`src/rtl/irq_ctrl_mem_pkg.sv`:
```
// Shared register map and helpers for the memory-mapped interrupt aggregator.
package irq_ctrl_mem_pkg;

    localparam int REG_W = 8;

    localparam logic [7:0] IRQ_IEN_ADDR     = 8'h00;
    localparam logic [7:0] IRQ_PENDING_ADDR = 8'h01;
    localparam logic [7:0] IRQ_MODE_ADDR    = 8'h02;
    localparam logic [7:0] IRQ_CAUSE_ADDR   = 8'h03;
    localparam logic [7:0] IRQ_MASTER_ADDR  = 8'h04;

    localparam int IRQ_CAUSE_VALID_BIT = 7;

    // CAUSE reads as all-zero when nothing is pending and enabled.
    function automatic logic [REG_W-1:0] cause_byte(input logic valid, input logic [2:0] idx);
        logic [REG_W-1:0] b;
        b = '0;
        if (valid) begin
            b[IRQ_CAUSE_VALID_BIT] = 1'b1;
            b[2:0]                 = idx;
        end
        return b;
    endfunction

endpackage

```
`src/rtl/irq_ctrl_mem_prio_enc.sv`:
```
// Lowest-index-wins priority encoder for up to eight interrupt sources.
module irq_prio_enc #(
    parameter int NUM_IRQ = 8
) (
    input  logic [NUM_IRQ-1:0] i_vec,
    output logic               o_valid,
    output logic [2:0]         o_idx
);

    // Scan from the top down so the lowest set index is the last one written.
    always_comb begin
        o_valid = 1'b0;
        o_idx   = 3'd0;
        for (int i = NUM_IRQ - 1; i >= 0; i--) begin
            if (i_vec[i]) begin
                o_valid = 1'b1;
                o_idx   = 3'(i);
            end
        end
    end

endmodule

```
`src/rtl/irq_ctrl_mem.sv`:
```
// Interrupt aggregator: latches peripheral irq lines as pending, masks them and drives one CPU irq.
module irq_ctrl_mem
    import irq_ctrl_mem_pkg::*;
#(
    parameter int ADDR_WIDTH = 32,
    parameter int DATA_WIDTH = 32,
    parameter int NUM_IRQ    = 8
) (
    input  logic                    clk,
    input  logic                    rst_n,
    input  logic                    enable,
    input  logic                    wr_en,
    input  logic [ADDR_WIDTH-1:0]   addr,
    input  logic [DATA_WIDTH-1:0]   i_data,
    input  logic [DATA_WIDTH/8-1:0] be,
    output logic                    ready,
    output logic [DATA_WIDTH-1:0]   o_data,
    output logic                    bus_err,
    input  logic [NUM_IRQ-1:0]      irq_in,
    output logic                    cpu_irq
);

    typedef enum logic {ST_ISSUE, ST_RETIRE} state_t;

    state_t             r_state;
    logic               r_ready;
    logic               r_error;
    logic [REG_W-1:0]   r_rdata;
    logic [NUM_IRQ-1:0] r_ien;
    logic [NUM_IRQ-1:0] r_mode;
    logic [NUM_IRQ-1:0] r_pending;
    logic [NUM_IRQ-1:0] r_prev_irq;
    logic               r_master;

    logic               w_issue;
    logic               w_addr_ok;
    logic [REG_W-1:0]   w_rd_byte;
    logic [NUM_IRQ-1:0] w_wdata;
    logic [NUM_IRQ-1:0] w_w1c;
    logic [NUM_IRQ-1:0] w_rise;
    logic [NUM_IRQ-1:0] w_pend_nxt;
    logic               w_cause_vld;
    logic [2:0]         w_cause_idx;
    logic               w_unused;

    assign w_unused = ^{i_data, be};

    irq_prio_enc #(.NUM_IRQ(NUM_IRQ)) u_prio_enc (
        .i_vec   (r_pending & r_ien),
        .o_valid (w_cause_vld),
        .o_idx   (w_cause_idx)
    );

    assign w_issue = be[0] & enable & ~r_error & ~r_ready & (r_state == ST_ISSUE);
    assign w_wdata = i_data[NUM_IRQ-1:0];

    always_comb begin
        w_addr_ok = 1'b1;
        w_rd_byte = '0;
        case (addr)
            ADDR_WIDTH'(IRQ_IEN_ADDR):     w_rd_byte = REG_W'(r_ien);
            ADDR_WIDTH'(IRQ_PENDING_ADDR): w_rd_byte = REG_W'(r_pending);
            ADDR_WIDTH'(IRQ_MODE_ADDR):    w_rd_byte = REG_W'(r_mode);
            ADDR_WIDTH'(IRQ_CAUSE_ADDR):   w_rd_byte = cause_byte(w_cause_vld, w_cause_idx);
            ADDR_WIDTH'(IRQ_MASTER_ADDR):  w_rd_byte = REG_W'(r_master);
            default:                       w_addr_ok = 1'b0;
        endcase
    end

    // W1C only reaches edge-mode bits; a rising edge in the same cycle wins over the clear.
    assign w_w1c = (w_issue && wr_en && addr == ADDR_WIDTH'(IRQ_PENDING_ADDR))
                 ? (w_wdata & r_mode) : '0;
    assign w_rise     = irq_in & ~r_prev_irq;
    assign w_pend_nxt = (r_mode & ((r_pending & ~w_w1c) | w_rise)) | (~r_mode & irq_in);

    always_ff @(posedge clk) begin
        if (!rst_n) begin
            r_pending  <= '0;
            r_prev_irq <= '0;
        end else begin
            r_pending  <= w_pend_nxt;
            r_prev_irq <= irq_in;
        end
    end

    always_ff @(posedge clk) begin
        if (!rst_n) begin
            r_state  <= ST_ISSUE;
            r_ready  <= 1'b0;
            r_error  <= 1'b0;
            r_rdata  <= '0;
            r_ien    <= '0;
            r_mode   <= '0;
            r_master <= 1'b0;
        end else if (!be[0]) begin
            r_ready <= 1'b1;
            r_error <= 1'b1;
        end else if (!enable) begin
            r_ready <= 1'b0;
            r_error <= 1'b0;
            r_state <= ST_ISSUE;
        end else if (!r_error && !r_ready) begin
            case (r_state)
                ST_ISSUE: begin
                    if (!w_addr_ok) begin
                        r_ready <= 1'b1;
                        r_error <= 1'b1;
                    end else begin
                        r_state <= ST_RETIRE;
                        if (wr_en) begin
                            case (addr)
                                ADDR_WIDTH'(IRQ_IEN_ADDR):    r_ien    <= w_wdata;
                                ADDR_WIDTH'(IRQ_MODE_ADDR):   r_mode   <= w_wdata;
                                ADDR_WIDTH'(IRQ_MASTER_ADDR): r_master <= i_data[0];
                                default: ;
                            endcase
                        end else begin
                            r_rdata <= w_rd_byte;
                        end
                    end
                end
                ST_RETIRE: r_ready <= 1'b1;
                default:   r_state <= ST_ISSUE;
            endcase
        end
    end

    assign ready   = r_ready;
    assign o_data  = DATA_WIDTH'(r_rdata);
    assign bus_err = r_error & rst_n;
    assign cpu_irq = r_master & w_cause_vld;

endmodule
```
`config.mk`:
```
export PLATFORM = sky130hd
export DESIGN_NAME = irq_ctrl_mem
export DESIGN_NICKNAME = d
export VERILOG_FILES = /design/src/rtl/irq_ctrl_mem_pkg.sv /design/src/rtl/irq_ctrl_mem_prio_enc.sv /design/src/rtl/irq_ctrl_mem.sv
export SDC_FILE = /design/constraint.sdc
export NUM_CORES = 1
export LEC_CHECK = 0
export BUFFER_PORTS_ARGS = -buffer_cell sky130_fd_sc_hd__buf_2
export CORE_MARGIN = 8
export CORE_UTILIZATION = 42
export DETAILED_ROUTE_END_ITERATION = 12
export GPL_ROUTABILITY_DRIVEN = 0
export GPL_TIMING_DRIVEN = 0
export PLACE_DENSITY_LB_ADDON = 0.2
export SYNTH_ARGS = -nofsm -noshare
export SYNTH_HDL_FRONTEND = slang
export SYNTH_HIERARCHICAL = 1
export SYNTH_SLANG_ARGS = --single-unit
export TNS_END_PERCENT = 20
```
`constraint.sdc`:
```
create_clock -name clk -period 1.9 [get_ports clk]
set_input_delay 0.19 -clock clk [delete_from_list [all_inputs] [get_ports clk]]
set_output_delay 0.19 -clock clk [all_outputs]
set_load 0.02 [all_outputs]
```
---- Word-level counts from Yosys, hierarchy flattened ----
Cells that the tools add are included.
word-level totals
  logic and storage cells ................. 87
  register bits ........................... 44
  output and inout bits ................... 35
  input bits .............................. 80
cells by class
  muxes and demuxes ....................... 34
  bitwise gates (word level) .............. 21
  reduce and logical (&&, ||, !) cells .... 14
  equal/unequal tests ..................... 9
operators by type and width
  kind                                                                      count
  32-bit by 2-bit == test with 1-bit output (second input constant)         2
  8-bit AND                                                                 6
  8-bit case mux with 5 select lines                                        1
  32-bit by 1-bit == test with 1-bit output (second input constant)         1
  32-bit by 3-bit == test with 1-bit output (second input constant)         1
  32-bit logical NOT                                                        1
  3-bit 2-to-1 mux                                                          9
  8-bit NOT                                                                 3
  1-bit 2-to-1 mux                                                          22
  7-bit AND reduction                                                       3
  8-bit bitwise OR                                                          2
  8-bit 2-to-1 mux                                                          1
  1-bit AND                                                                 6
  3-bit inequality test (second input constant)                             2
  6-bit AND reduction                                                       1
  5-bit OR reduction                                                        1
  4-bit inequality test (second input constant)                             1
  1-bit NOT                                                                 4
  2-bit AND reduction                                                       2
  1-bit logical AND                                                         3
  3-bit by 2-bit inequality test with 1-bit output (second input constant)  1
  3-bit AND reduction                                                       1
  1-bit logical NOT                                                         2
  2-bit by 1-bit inequality test with 1-bit output (second input constant)  1
  1-bit case mux with 2 select lines                                        1

---- Depth between registers and ports, before layout ----
Gate-level depths: netlist of the first run.
  depth in word-level cells ............... 12
  mapped depth ............................ 9
  depth with buffers taken out ............ 9

---- Cells and area by module ----
Netlist of the first run, hierarchy kept.
modules (own cells, without submodules)
  module        area each (µm²)  instances  cells each
  irq_ctrl_mem  2,338.5          1          248
  irq_prio_enc  80.1             1          13

---- Worst setup path before layout of the first run ----
Ideal clock, no wire load.
  path kind ............................... reg2reg
  from .................................... register r_ready (netlist: ready)
  to ...................................... register r_mode[0]
  path buffers ............................ 1
  data arrival time ....................... 1.708 ns
  setup time .............................. 0.116 ns
  cell stages (with the launch flop) ...... 7
  slack ................................... 0.076 ns
  clock period less this slack ............ 1.824 ns
  path through ............................ dfxtp_1 nor2_1 nand4_1 or4_1 buf_2 mux2i_1 nor2b_1
on the way
  cells in the longest elaborated chain, start to end .. 3
ends and longest elaborated chain
  element                        line                 RTL
  start: declaration             irq_ctrl_mem.sv:26   logic r_ready;
  start signal: assignment       irq_ctrl_mem.sv:89   r_ready <= 1'b0;
  start signal: assignment       irq_ctrl_mem.sv:96   r_ready <= 1'b1;
  start signal: assignment       irq_ctrl_mem.sv:99   r_ready <= 1'b0;
  1-bit logical NOT              irq_ctrl_mem.sv:102  end else if (!r_error && !r_ready) begin
  1-bit logical AND              irq_ctrl_mem.sv:102
  7-bit AND reduction (no line)  n/a
  end signal: assignment         irq_ctrl_mem.sv:113  ADDR_WIDTH'(IRQ_MODE_ADDR): r_mode <= w_wdata;
  end: declaration               irq_ctrl_mem.sv:30   logic [NUM_IRQ-1:0] r_mode;
No other way between the ends.
A chain may end at the register's enable or synchronous reset.

---- Worst setup path after layout of the first run ----
  from .................................... register r_pending[7]
  to ...................................... register r_rdata[0]
on the way
  cells in the longest elaborated chain, start to end .. 11
  elaborated cells on any way between the ends .. 19
  classes of those cells .................. mux: 18; bitwise: 1
ends and longest elaborated chain
  element                             line                         RTL
  start: declaration                  irq_ctrl_mem.sv:31           logic [NUM_IRQ-1:0] r_pending;
  start signal: assignment            irq_ctrl_mem.sv:81           r_pending <= w_pend_nxt;
  8-bit AND                           irq_ctrl_mem.sv:49           .i_vec (r_pending & r_ien),
  1-bit 2-to-1 mux (8 in a row)       irq_ctrl_mem_prio_enc.sv:15  if (i_vec[i]) begin
  via w_cause_vld                     irq_ctrl_mem.sv:42           logic w_cause_vld;
  3-bit 2-to-1 mux                    irq_ctrl_mem_pkg.sv:18       if (valid) begin
  8-bit case mux with 5 select lines  irq_ctrl_mem.sv:60           case (addr)
  end signal: assignment              irq_ctrl_mem.sv:118          r_rdata <= w_rd_byte;
  end: declaration                    irq_ctrl_mem.sv:28           logic [REG_W-1:0] r_rdata;
The timed path passes the listed nets, and every way through them passes these cells.

==> results.md, run 1 <==
- Final Slew Violations: 0
- Final worst path period need: 1.84 ns
- Setup Skew: 0.00850 ns
- Most frequent cells in the layout: buf_2 (64), dfxtp_1 (41), buf_4 (33), nor2b_1 (25), mux2i_1 (25)
- Vias in the first global route: 2162
- Register Area: 885 um2
- RSZ-0062 raised after global routing: yes
- Clock tree from TritonCTS: done
- Clock buffer depth: 2
- Post-DP HPWL: between 4000 and 5000 um
- P_leak: 1.46 nW
- # setup viols final: 0
- Yosys reg bits: 44
- Vias/cell: 4.78
- Root buf cell: clkbuf_8
- Worst-path clk slew: approximately 0.080 ns
- Largest net degree at the start of global routing: 13
- Rows: 27
- Initial DRC Count: roughly 80
- Final Util: 0.565
- Cell Count Post-Placement: 419
- Achievable frequency: between 0.5 and 0.6 GHz
- CP dominant cell by count: and2_4
- WHS: 0.123 ns
- Post-Syn Instances: between 200 and 300
- Antenna-violating nets left: 0
- Worst Path Arrival: 2.02 ns
- Register area share after synthesis: 0.364
- Slew @ Worst Pin: about 0.65 ns
- Initial Utilization: 0.437
- Vias post-DR: 2075
- CP Launch Type: register
- Share of cells above drive strength 1: 0.359
- Total core area: 5540 um2
- Final Hold Viols: 0
- Ports: about 120
- Multi-input logic area: 1460 um2
- CTS sink cnt: 44
- Fillcell total: 522
- Grt total ovfl: 0
- Non-Filler Instances: ~430
- HP Class: in -> reg
- VDD IR max: 0.495 mV
- Area grow syn2layout: 29.4%
- N_diodes: 0
- Worst setup EP type: register
- Relative slew slack: 0.569
- CTS Buf Count: 5
- Clock Latency Late Sink: ~0.29 ns
- Power Total: 0.00183 W
- Crit Path Class: reg -> reg
- Initial antenna violation count: 0
- Most common cell after layout, fill and taps aside: buf_2
- Gr usage total: 0.147
- CTS HTree Levels: 2
- DRT Wirelength: 6320 um
- Max Cap Viol: 0
- DRT Pass-1 Iters: 4
- Worst-path fanout max: 5
- Syn Std Cell Area: ~2400 um2
- YS warnings: 6
- Worst path max stage delay: 0.45 ns
- Status: finished, final reports clean
- Slowest cell on the critical path: mux4_2
- Final Cycle Share: 0.966
- Die ar.: 8440 um2
- Die Wd: 91.9 um
- Die Ht: 91.9 um
- Synthesized area per cell: 9.27 um2
- Final #Nets: 441
- CP required: 2.08 ns
- First-pass GRT wire length: 10300 um
- Crit-path cells: and2_4, nor4_4, nand2_2, and2_4, mux4_2, nand2b_1, a31oi_1
- Power Density: 584 nW/um2
- Netlist cell types: 39
- IO Port Bufs: 63
- Drt wl/cell: 14.6 um
- DRC Markers: 0
area by class of cell:
class / instances / share of cell area
well taps: 72 / 0.0288
clock buffers: 8 / 0.0288
multi-input cells: 202 / 0.465
inverters: 5 / 0.00600
repair buffers: 70 / 0.118
flip-flops and latches: 44 / 0.283
plain buffers: 33 / 0.0712
sequential cells by signal (all words and copies together) (netlist names):
signal and flops:
r_ien 8, r_prev_irq 8, r_master 1, ready 1, r_rdata 8, r_pending 8
r_error 1, r_state 1, r_mode 8
worst max-delay path: cells and delay by family (launching register included):
family / cells / cell delay [ns]
flops: 1 / 0.33
mux: 1 / 0.45
simple gates: 5 / 0.87
compound gates: 1 / 0.07
cell families after synthesis:
family	Yosys count	synth area share
compound gates	44	0.119
buf+inv	38	0.0978
flops	44	0.364
mux	27	0.122
other cells	1	0.00155
simple gates	107	0.295
cell usage after synthesis, drive strengths merged:
library cell,n,share of area
a211oi,1,0.0031
a21boi,1,0.0031
a21o,8,0.025
a21oi,11,0.023
a22oi,2,0.0062
a2bb2oi,4,0.014
a31oi,3,0.0078
and2,19,0.049
buf,28,0.082
clkbuf,5,0.0078
conb,1,0.0016
dfxtp,44,0.36
inv,5,0.0078
mux2i,25,0.10
mux4,2,0.019
nand2,14,0.022
nand2b,3,0.0078
nand3,14,0.029
nand3b,1,0.0031
nand4,3,0.017
nor2,10,0.016
nor2b,25,0.065
nor3,2,0.0041
nor3b,1,0.0031
nor4,12,0.071
nor4b,1,0.0036
o21a,3,0.0093
o21ai,8,0.017
o21ba,1,0.0041
o21bai,1,0.0031
o41ai,1,0.0036
or2,1,0.0026
or4,1,0.0031
path summary, 6_finish.rpt:
| kind | start | end | slack [ns] | depth (start not counted) |
|---|---|---|---|---|
| setup reg to reg | r_pending[7] | r_rdata[0] | 0.06 | 7 |
| hold / removal | irq_in[1] | r_prev_irq[1] | 0.12 | 2 |
| hold reg to reg | r_prev_irq[1] | r_pending[1] | 0.47 | 2 |
| setup / recovery | r_pending[7] | r_rdata[0] | 0.06 | 7 |
through the flow:
step / setup slack (ns) / setup TNS, ns / area, um2
final: 0.0646 / 0 / 3130
after global routing: -0.0190 / -0.0190 / 3130
after CTS: -0.00388 / -0.00388 / 3070
after detailed placement: -0.457 / -8.33 / 2910
after global placement: -0.447 / -7.39 / 2910
after floorplan: 0.0756 / 0 / 2500
power breakdown:
group	leakage [nW]	internal (W)	switching (W)	total (W)
combinational	1.05	0.000118	0.000145	0.000262
sequential	0.360	0.000943	0.0000123	0.000956
clock	0.0455	0.000297	0.000313	0.000610
total	1.46	0.00136	0.000470	0.00183
what timing repair did:
action                     in CTS  in global routing
hold buffers                    0                  0
resized for setup               8                 14
pin swaps                       6                  4
buffers inserted                4                  3
setup endpoints to repair      31                 15
routing by layer:
metal	track usage	up-vias	share of wire
li1	-	1065	-
met1	0.172	934	0.44
met2	0.249	74	0.47
met3	0.0530	2	0.078
met4	0.0376	0	0.0030
met5	0	-	0
Note: power is estimated with default switching activity, not from simulation.
==> run 2, diff against run 1 <==
--- a/config.mk
+++ b/config.mk
@@ -5,9 +5,10 @@
 export SDC_FILE = /design/constraint.sdc
 export NUM_CORES = 1
 export LEC_CHECK = 0
+export ABC_AREA = 1
 export BUFFER_PORTS_ARGS = -buffer_cell sky130_fd_sc_hd__buf_2
 export CORE_MARGIN = 8
-export CORE_UTILIZATION = 42
+export CORE_UTILIZATION = 43
 export DETAILED_ROUTE_END_ITERATION = 12
 export GPL_ROUTABILITY_DRIVEN = 0
 export GPL_TIMING_DRIVEN = 0
==> run 2 against run 1 <==
Die area grew 6.8%. Sequential share of layout area fell by 1.6 points. Core utilization down 1.4 points. Wire length up 1.7%. Clock power is 24% higher. Cell count grew 42%. Critical path depth grew 1. Clock-buffer cell count fell by 2. Cell area is 5.5% higher. Largest cell class unchanged.
==> results.md, run 2 <==
- YS warnings: 6
- Total core area: 5990 um2
- RSZ-0062 raised after global routing: no
- Die ar.: 9010 um2
- Synthesized area per cell: 5.98 um2
- IO Port Bufs: a little over 60
- Antenna-violating nets left: 0
- Die Ht: 94.9 um
- DRC Markers: 0
- Register area share after synthesis: 0.329
- Root buf cell: clkbuf_8
- Cell taking the most area after synthesis: dfxtp_1
- Largest net degree at the start of global routing: 15
- Worst-path clk slew: 0.09 ns
- Crit Path Class: reg -> out
- First-pass GRT wire length: 10700 um
- Achievable frequency: 0.566 GHz
- Most frequent cell after synthesis: nand2_1
- Relative slew slack: 0.615
- Worst-path fanout max: 3
- Vias post-DR: 2767
- Initial Utilization: 0.447
- Area grow syn2layout: 23.2%
- Crit-path cells: nand2_1, inv_1, or2_1, nor3_2, nand2_1, nand2_1, inv_1, buf_2
- Clock tree from TritonCTS: done
- P_leak: 1.77 nW
- Slew @ Worst Pin: 0.574 ns
- CTS sink cnt: 44
- Rows: 28
- Clock Latency Late Sink: ~0.30 ns
- Most frequent cells in the layout: nand2_1 (123), nor2_1 (78), inv_1 (77), buf_2 (63), dfxtp_1 (44)
- CP dominant cell by count: nand2_1
- Post-synth EDFFs: 0
- Final #Nets: 620
- HP Class: in -> reg
- Max Cap Viol: 0
- Post-DP HPWL: around 5300 um
- Vias/cell: 4.49
- Cts repair resizes: 1
- Post-Syn Instances: around 450
- Proportion of netlist area held by the largest area contributor: 0.329
- Main synth FF type: dfxtp_1
- DP Area: roughly 3200 um2
- Final Hold Viols: 0
- Main area contributors after synthesis: dfxtp_1 (33%), nand2_1 (17%), nor2_1 (11%), inv_1 (11%), buf_4 (7.0%)
- WHS: 0.0778 ns
- Vias in the first global route: 2515
- Most common cell after layout, fill and taps aside: nand2_1
- Final worst path period need: 1.77 ns
- N_diodes: 0
- Post-CTS setup buffer count: 0
- Share of cells above drive strength 1: 0.205
- DRT Pass-1 Iters: 4
- Die Wd: 94.9 um
- Worst Path Arrival: 1.58 ns
- Netlist cell types: 24
- Power Density: 595 nW/um2
- Yosys reg bits: 44
- Initial DRC Count: roughly 140
- CP Launch Type: register
- Hold Buf Count CTS: 0
- Clock buffer depth: 2
- CP required: 1.71 ns
- Final Cycle Share: 0.930
- Worst setup EP type: output port
- Worst path max stage delay: 0.34 ns
- # setup viols final: 0
- Synth top cells by count: nand2_1 (123), nor2_1 (79), inv_1 (77), dfxtp_1 (44), nand3_1 (33)
- DRT Wirelength: 6430 um
- Slowest cell on the critical path: dfxtp_1
- Gr usage total: 0.145
- Drt wl/cell: 10.4 um
- Grt total ovfl: 0
- Post-Layout Inst Area: 3300 um2
- CTS Buf Count: 5
- Setup Skew: 0.00897 ns
- Initial antenna violation count: 0
- Ports: about 120
- CTS HTree Levels: 2
- Final Slew Violations: 0
- Status: finished, final reports clean
- Syn Std Cell Area: 2680 um2
- Asr flop ratio synth: 0
- VDD IR max: ~0.50 mV
-- run 2: changes by cell type after synthesis, moves of 16 or more --
| cell | previous run | this run |
|---|---|---|
| and2_1 | 19 | 0 |
| inv_1 | 5 | 77 |
| mux2i_1 | 25 | 0 |
| nand2_1 | 14 | 123 |
| nand3_1 | 14 | 33 |
| nor2_1 | 10 | 79 |
| nor2b_1 | 25 | 0 |
| o21ai_0 | 8 | 24 |
-- run 2: metal layers --
metal	up-vias	GRT usage	share of wire
met5	-	0	0
met4	0	0.0390	0.0082
met3	8	0.0365	0.085
met2	75	0.249	0.46
met1	1188	0.174	0.44
li1	1496	-	-
-- run 2: worst paths after layout --
kind / startpoint / endpoint / slack (ns) / cells past startpoint
worst min register to register: ready / ready / 0.46 / 2
worst max register to register: r_error / r_ien[6] / 0.21 / 8
worst min-delay path: irq_in[0] / r_prev_irq[0] / 0.08 / 3
worst max-delay path: r_pending[7] / cpu_irq / 0.13 / 8
-- run 2: logic make-up (layout without fill, tap and decap cells) --
| logic type | after synthesis | in the layout | share of synthesized area |
|---|---|---|---|
| AOI/OAI and AO/OA | 38 | 38 | 0.0747 |
| buffers and inverters | 106 | 176 | 0.184 |
| DFF | 44 | 44 | 0.329 |
| other | 1 | 24 | 0.00140 |
| and+or+nand+nor | 259 | 259 | 0.411 |
-- run 2: worst max-delay path, delay by kind of cell (launching register included) --
family,cells,cell delay [ns]
buffers and inverters,3,0.24
DFF,1,0.34
and+or+nand+nor,5,0.70
-- run 2: area by class of cell --
| type | instances | area, um2 |
|---|---|---|
| Fill cell | 633 | 2690 |
| Multi-Input combinational cell | 321 | 1400 |
| Sequential cell | 44 | 881 |
| Timing Repair Buffer | 62 | 310 |
| Inverter | 77 | 289 |
| Buffer | 29 | 204 |
| Tap cell | 75 | 93.8 |
| Clock buffer | 6 | 82.6 |
| Clock inverter | 2 | 38.8 |
-- run 2: report_power, final --
| group | internal [W] | switching [W] |
|---|---|---|
| clock | 0.000430 | 0.000329 |
| sequential | 0.000943 | 0.0000129 |
| combinational | 0.000102 | 0.000148 |
-- run 2: per-stage QoR --
step	setup TNS, ns	power [W]	std cells	worst slack [ns]	util
floorplan	0	0.00113	471	0.354	-
global placement	0	0.00122	608	0.0248	0.529
detailed placement	-0.00193	0.00122	608	-0.00193	0.529
CTS	0	0.00198	616	0.126	0.550
global route	0	0.00205	616	0.00892	0.551
finish	0	0.00196	616	0.133	0.551
